**src/rtl/instr_prefetch_buffer.sv**
```systemverilog
// rtl/instr_prefetch_buffer.sv - sequential instruction prefetcher, two requests in flight, DEPTH-entry FIFO
module instr_prefetch_buffer #(
  parameter int WORD_WIDTH = 32,
  parameter int DEPTH      = 4
) (
  input  logic                  clk,
  input  logic                  rst,
  input  logic                  req_i,
  input  logic                  branch_i,
  input  logic [WORD_WIDTH-1:0] branch_addr_i,
  output logic                  valid_o,
  input  logic                  ready_i,
  output logic [WORD_WIDTH-1:0] rdata_o,
  output logic [WORD_WIDTH-1:0] addr_o,
  output logic                  instr_req_o,
  output logic [WORD_WIDTH-1:0] instr_addr_o,
  input  logic                  instr_gnt_i,
  input  logic                  instr_rvalid_i,
  input  logic [WORD_WIDTH-1:0] instr_rdata_i
);
  localparam int PW = $clog2(DEPTH);
  localparam int CW = PW + 1;

  // REQ means a request is on the bus and has not been granted yet
  typedef enum logic {IDLE, REQ} state_t;
  state_t state;

  logic [WORD_WIDTH-1:0] fetch_addr;
  logic [WORD_WIDTH-1:0] out_addr;
  logic [WORD_WIDTH-1:0] pend_target;
  logic                  pend_branch;
  logic [WORD_WIDTH-1:0] mem [DEPTH];
  logic [PW-1:0]         wr_ptr;
  logic [PW-1:0]         rd_ptr;
  logic [CW-1:0]         count;
  logic [1:0]            outstanding;
  logic [1:0]            discard;

  logic [WORD_WIDTH-1:0] target;
  logic [CW:0]           in_use;
  logic                  credit;
  logic                  grant;
  logic                  resp;
  logic                  push;
  logic                  pop;
  logic [1:0]            outstanding_nxt;
  logic [1:0]            discard_nxt;
  logic                  unused_addr_lsb;

  assign target          = {branch_addr_i[WORD_WIDTH-1:2], 2'b00};
  assign unused_addr_lsb = ^branch_addr_i[1:0];

  // FIFO slots already promised: a granted response must always find room
  assign in_use = (CW+1)'(count) + (CW+1)'(outstanding) - (CW+1)'(discard);
  assign credit = req_i && !branch_i && (outstanding != 2'd2) && (in_use < (CW+1)'(DEPTH));

  assign instr_req_o  = !rst && ((state == REQ) || credit);
  assign instr_addr_o = fetch_addr;
  assign grant        = instr_req_o && instr_gnt_i;
  assign resp         = instr_rvalid_i && (outstanding != 2'd0);
  assign push         = resp && (discard == 2'd0) && !branch_i;

  assign valid_o = (count != '0) && !branch_i;
  assign pop     = valid_o && ready_i;
  assign rdata_o = (count != '0) ? mem[rd_ptr] : '0;
  assign addr_o  = out_addr;

  assign outstanding_nxt = outstanding + 2'(grant) - 2'(resp);

  always_comb begin
    discard_nxt = discard;
    if (resp && (discard != 2'd0)) discard_nxt = discard_nxt - 2'd1;
    // the request caught ungranted by a branch is dropped once it is granted
    if (grant && pend_branch) discard_nxt = discard_nxt + 2'd1;
  end

  always_ff @(posedge clk) begin
    if (push) mem[wr_ptr] <= instr_rdata_i;
  end

  always_ff @(posedge clk or posedge rst) begin
    if (rst) begin
      state       <= IDLE;
      fetch_addr  <= '0;
      out_addr    <= '0;
      pend_target <= '0;
      pend_branch <= 1'b0;
      wr_ptr      <= '0;
      rd_ptr      <= '0;
      count       <= '0;
      outstanding <= '0;
      discard     <= '0;
    end else begin
      state       <= (instr_req_o && !instr_gnt_i) ? REQ : IDLE;
      outstanding <= outstanding_nxt;
      if (branch_i) begin
        count    <= '0;
        wr_ptr   <= '0;
        rd_ptr   <= '0;
        out_addr <= target;
        discard  <= outstanding_nxt;
        if ((state == REQ) && !instr_gnt_i) begin
          pend_branch <= 1'b1;
          pend_target <= target;
        end else begin
          pend_branch <= 1'b0;
          fetch_addr  <= target;
        end
      end else begin
        discard <= discard_nxt;
        count   <= count + CW'(push) - CW'(pop);
        if (push) wr_ptr <= wr_ptr + PW'(1);
        if (pop) begin
          rd_ptr   <= rd_ptr + PW'(1);
          out_addr <= out_addr + WORD_WIDTH'(4);
        end
        if (grant) begin
          fetch_addr  <= pend_branch ? pend_target : fetch_addr + WORD_WIDTH'(4);
          pend_branch <= 1'b0;
        end
      end
    end
  end

endmodule

```
**config.mk**
```make
export PLATFORM = sky130hd
export DESIGN_NAME = instr_prefetch_buffer
export DESIGN_NICKNAME = d
export VERILOG_FILES = /design/src/rtl/instr_prefetch_buffer.sv
export SDC_FILE = /design/constraint.sdc
export NUM_CORES = 1
export LEC_CHECK = 0
export BUFFER_PORTS_ARGS = -buffer_cell sky130_fd_sc_hd__buf_2
export CAP_MARGIN = 20
export CORE_MARGIN = 2
export CORE_UTILIZATION = 33
export DETAILED_ROUTE_END_ITERATION = 8
export PLACE_DENSITY = 0.58
export SETUP_SLACK_MARGIN = 0.5
export SLEW_MARGIN = 20
export SYNTH_ARGS = -nofsm -noshare
export SYNTH_HDL_FRONTEND = slang
export SYNTH_SLANG_ARGS = --single-unit
```
**constraint.sdc**
```tcl
create_clock -name clk -period 6.2 [get_ports clk]
set_input_delay 0.93 -clock clk [delete_from_list [all_inputs] [get_ports clk]]
set_output_delay 0.93 -clock clk [all_outputs]
set_load 0.03 [all_outputs]
```
Yosys cells after proc, flatten, opt, wreduce, memory -nomap -nowiden
Memories as Yosys holds them, arrays and structs flattened.
Index checks and enable logic that the tools add are counted.

operators by class
  reduce and logical (&&, ||, !) cells = 27
  equality and inequality tests = 2
  $add $sub $neg = 12
  order comparisons = 1
  mux-type cells = 21

operator list
  operator                                                     number
  2-to-1 mux 32 bit                                            7
  adder 32 x 3 -> 32 bit (second input constant)               2
  logical AND 1 bit                                            14
  2-to-1 mux 2 bit                                             7
  nonzero test 2 bit                                           5
  adder 2 x 1 -> 2 bit (second input constant)                 3
  2-to-1 mux 1 bit                                             6
  adder 3 x 2 -> 4 bit                                         1
  less-than comparator 4 x 3 -> 1 bit (second input constant)  1
  != test 2 bit (second input constant)                        2
  AND reduction 2 bit                                          2
  subtractor 4 x 2 -> 4 bit                                    1
  adder 3 x 1 -> 3 bit                                         1
  logical NOT 1 bit                                            3
  2-to-1 mux 3 bit                                             1
  nonzero test 3 bit                                           1
  subtractor 3 x 1 -> 3 bit                                    1
  adder 2 x 1 -> 2 bit                                         1
  logical NOT 2 bit                                            1
  subtractor 2 x 1 -> 2 bit                                    1
  subtractor 2 x 1 -> 2 bit (second input constant)            1
  logical OR 1 bit                                             1

word-level totals
  memory bits (writable) = 128
  register bits = 107
  memories = 1
  output and inout port bits = 98
  input bits = 71
  logic and storage cells = 74

memory list
  name  words  bits a word  read ports  clocked after Yosys merged registers in  write ports  RTL line  RTL
  mem   4      32           1           0                                        1            32        logic [WORD_WIDTH-1:0] mem [DEPTH];

Depth between registers and ports, before layout
  depth after elaboration = 10
  mapped depth = 15
  gate-level depth less buffers = 15

Worst setup path before layout
OpenSTA, ideal clock, no wires.

  path kind = input to register
  start point = in branch_i
  end point = reg count[2]
  buffers on the path = 4
  cell stages on the path = 12
  library setup time = 0.132 ns
  data required time = 6.068 ns
  setup slack = 2.768 ns
  arrival time = 3.300 ns
  cells stage by stage = clkbuf_1 -> clkbuf_1 -> clkbuf_1 -> buf_1 -> nor2_1 -> ha_1 -> inv_1 -> ha_1 -> fa_1 -> xnor2_1 -> xnor2_1 -> nor2_1

between the ends
  word-level cells in the longest chain between the ends = 5
  elaborated cells between the ends (all ways) = 7
  classes of those cells = add/sub (2); mux (1); reduce/logical (4)

ends and longest elaborated chain
  element                                                    RTL line  RTL
  start: declaration                                         9         input logic branch_i,
  logical NOT 1 bit                                          61, 63
  logical AND 1 bit, on equally long branches                61, 63
  adder 3 x 1 -> 3 bit or logical AND 1 bit (tied branches)  111, 64
  subtractor 3 x 1 -> 3 bit                                  111       count <= count + CW'(push) - CW'(pop);
  2-to-1 mux 3 bit *                                         96        if (branch_i) begin
  end signal: assignment                                     111
  end: declaration                                           35        logic [CW-1:0] count;

Mark *: on every way between the ends. The rest lies on a longest branch, timed or not.
A chain may end at the register's enable or synchronous reset.

Worst setup path after layout
  start point = reg count[1]
  end point = out instr_req_o

between the ends
  word-level cells in the longest chain between the ends = 6

ends and longest elaborated chain
  element                              RTL line  RTL
  adder 3 x 2 -> 4 bit                 54        assign in_use = (CW+1)'(count) + (CW+1)'(outstanding) - (CW+1)'(discard);
  subtractor 4 x 2 -> 4 bit            54
  less-than comparator 4 x 3 -> 1 bit  55        assign credit = req_i && !branch_i && (outstanding != 2'd2) && (in_use < (CW+1)'(DEPTH));
  logical AND 1 bit                    55
  logical OR 1 bit                     57        assign instr_req_o = !rst && ((state == REQ) || credit);
  logical AND 1 bit                    57
  end: declaration                     15        output logic instr_req_o,

No other way between the ends.

==> results by group <==
Timing
  – Worst Max-Slew Pin Slew: 0.926 ns
  – Hold_ws: 0.497 ns
  – Max-slew headroom at the worst pin: 38.0%
  – Fmax: 260 MHz
  – Slew Limit Fails: 0
  – Final worst path period share: 62.1%
  – Final hold vios: 0
  – Post-Route Skew: 0.0138 ns
  – TNS Setup: 0 ns
  – Final setup fails: 0
  – RSZ-0062 raised after global routing: no
  – Fin crit period: 3.85 ns

Route
  – Final wirelength: 28900 um
  – DRC: 0
  – Initial DRC count: 672
  – Antenna-violating nets left: 0
  – TritonRoute pass-1 iters: 5
  – Via count: 7750
  – Via/cell ratio: 5.19
  – WL/cell: 19.3 um

Synth
  – Syn. warnings: 0
  – Synth Area in Adders: 1.96%
  – Share of flip-flops with an asynchronous set or reset: 44.6%
  – Largest cells by area after synthesis: edfxtp_1, dfrtp_1, mux4_2, mux2_2, nand2_1
  – #FFs+latches synth: 231
  – Post-synth EDFFs: 128
  – Register area share after synthesis: 58.3%
  – Distinct cell type count after synthesis: 70
  – Post-Syn Area: 0.0110 sq mm
  – Synthesized area per cell: 12.6 sq um
  – Cell taking the most area after synthesis: edfxtp_1
  – Top FF cell, synth: edfxtp_1
  – Mapped Cells: 871
  – Synth Area in Compound Gates: 10.4%
  – Xor/xnor share of the synthesized area: 2.79%
  – Post-synthesis simple-gate area fraction: 13.4%
  – Main combinational cell family by area after synthesis: simple AND/OR/NAND/NOR gates
  – Mux cell area share after synthesis: 9.90%
  – Post-synth top area share: 34.9%

Finish
  – Area growth, synth to finish: 19.9%
  – Final Util: 40.4%
  – Layout Nets: 1117
  – Layout cells sized above 1: 28.3%
  – Commonest non-fill, non-tap cell in the layout: buf_2
  – Most frequent cells in the layout: buf_2, edfxtp_1, dfrtp_1
  – Fillers: 3163
  – Footprint of the multi-input gates: 0.00426 sq mm
  – Register area: 0.00642 sq mm

Place
  – DP HPWL: 19000 um
  – GP Congestion: 0.810
  – I/O Buffers: 162

Critical path
  – Crit start category: flip-flop
  – Max FO, Critical Path: 5
  – Crit-path cells: inv_1 > fa_1 > inv_1 > ha_1 > nand3b_1 > a21oi_1 > o21bai_1 > nand2_1 > buf_2
  – Top delay family on crit path: adder cells
  – CP peak stage delay: 0.55 ns
  – Crit end category: output pin
  – Worst Path Class, Setup: reg2out
  – CP Data Arrival Time: 2.92 ns
  – Worst EP required: 5.27 ns
  – WP buf/inv: 3
  – Most used cell, CP: inv_1
  – Worst path slowest cell: fa_1

Global routing
  – Largest net degree at the start of global routing: 67
  – GRT overflow: 0
  – Vias in the first global route: 7587
  – All-Layer GR Usage: 16.2%
  – Initial antenna violation count: 2
  – First-pass GRT wire length: 44800 um

Clock network
  – Post-CTS Resized: 0
  – Later-pin clock latency in the skew report: 0.54 ns
  – Clk slew on worst S/H paths: 0.06 ns
  – Clock buffer depth: 3
  – Clock H-tree levels: 1
  – CTS tree: yes
  – Sink Count: 231
  – Post-CTS Setup Bufs: 0
  – Hold_buf cts: 0
  – Root Buffer: clkbuf_16
  – Number of clock buffers inserted by TritonCTS: 27

Power and ir drop
  – Leak: 5.14 nW
  – Peak supply drop: 0.254 mV
  – Power Dens Cells: 403 mW/mm^2

Run
  – MaxCap Viol Count: 0

Die
  – Core footprint: 0.0327 sq mm
  – IO Pins: 169
  – Std cell rows: 66
  – Initial Util: 33.7%
  – DIE HEIGHT: 187 um
  – DIE WIDTH: 187 um
  – Die area: 0.0348 sq mm

Min path
  – Min-delay worst type: reg2reg

Run status
  – Outcome: finished clean
## cell usage after synthesis (5+ instances only)
master and instances:
edfxtp_1 128, dfrtp_1 103, nand2_1 70, o21ai_0 43
nor2b_1 41, clkbuf_1 35, inv_1 33, nand3_1 33
mux4_2 32, nor2_1 32, mux2_2 31, xnor2_1 23
a21oi_1 19, nand4_1 15, ha_1 14, nor3_1 14
nand2b_1 12, xor2_1 12, and2_1 11, nor4_1 11
buf_2 10, o211ai_1 9, and3_1 8, and4_1 8
a31oi_1 7, a32o_1 7, a32oi_1 6, o21a_1 6
o22a_1 6, o31ai_1 6, or3_1 6, a211oi_1 5
a22oi_1 5
## routing by layer
layer  track usage [%]  vias up  wire length [um]
met5                 0        -                 0
met4              4.37        0               559
li1                  -     3610                 -
met2              26.1      268             13400
met3              2.67       40              1810
met1              22.8     3832             13000
## worst paths after layout
path | to | startpoint | slack [ns] | depth (start not counted)
max in group asynchronous | addr_o[15] | rst | 4.55 | 3
setup / recovery | instr_req_o | count[1] | 2.35 | 9
hold reg to reg | pend_target[27] | pend_target[27] | 0.50 | 1
setup reg to reg | instr_addr_o[2] | count[1] | 2.70 | 10
hold / removal | pend_target[27] | pend_target[27] | 0.50 | 1
min in group asynchronous | instr_addr_o[4] | rst | 0.60 | 2
## layout make-up
type / count / area share, %
clock inverter: 13 / 1.06
inverter: 33 / 0.958
tap: 442 / 4.19
sequential: 231 / 48.7
antenna: 2 / 0.0379
clock buffer: 36 / 5.68
multi-input combinational: 558 / 32.3
timing repair buffer: 179 / 7.11
## logic make-up (layout without fill, tap and decap cells)
| group | count (synthesis) | in the layout |
|---|---|---|
| simple gates | 276 | 276 |
| fa+ha+maj | 16 | 16 |
| flops | 231 | 231 |
| buf+inv | 85 | 261 |
| other cells | 1 | 6 |
| compound gates | 162 | 162 |
| mux | 65 | 65 |
| xor+xnor | 35 | 35 |
## power breakdown
group,leakage (nW),switching (W),internal (W)
clock network,0.435,0.000642,0.000937
logic,2.26,0.00106,0.000635
registers,2.45,0.000218,0.00183
## flip-flops by register name (all words and copies together) (netlist names)
signal        cells
rd_ptr            2
addr_o           30
count             3
outstanding       2
discard           2
pend_target      30
state             1
pend_branch       1
wr_ptr            2
mem             128
instr_addr_o     30
## stage by stage
step                      cell area [sq um]  total power [W]  worst slack [ns]  std cells
final                                 13200          0.00532              2.35       1494
after global routing                  13200          0.00561              2.14       1494
after CTS                             13200          0.00539              2.31       1492
after detailed placement              12300          0.00379              2.51       1443
after global placement                12300          0.00376              2.54       1443
after floorplan                       11000          0.00327              2.57        874
(Power assumes the default switching activity.)
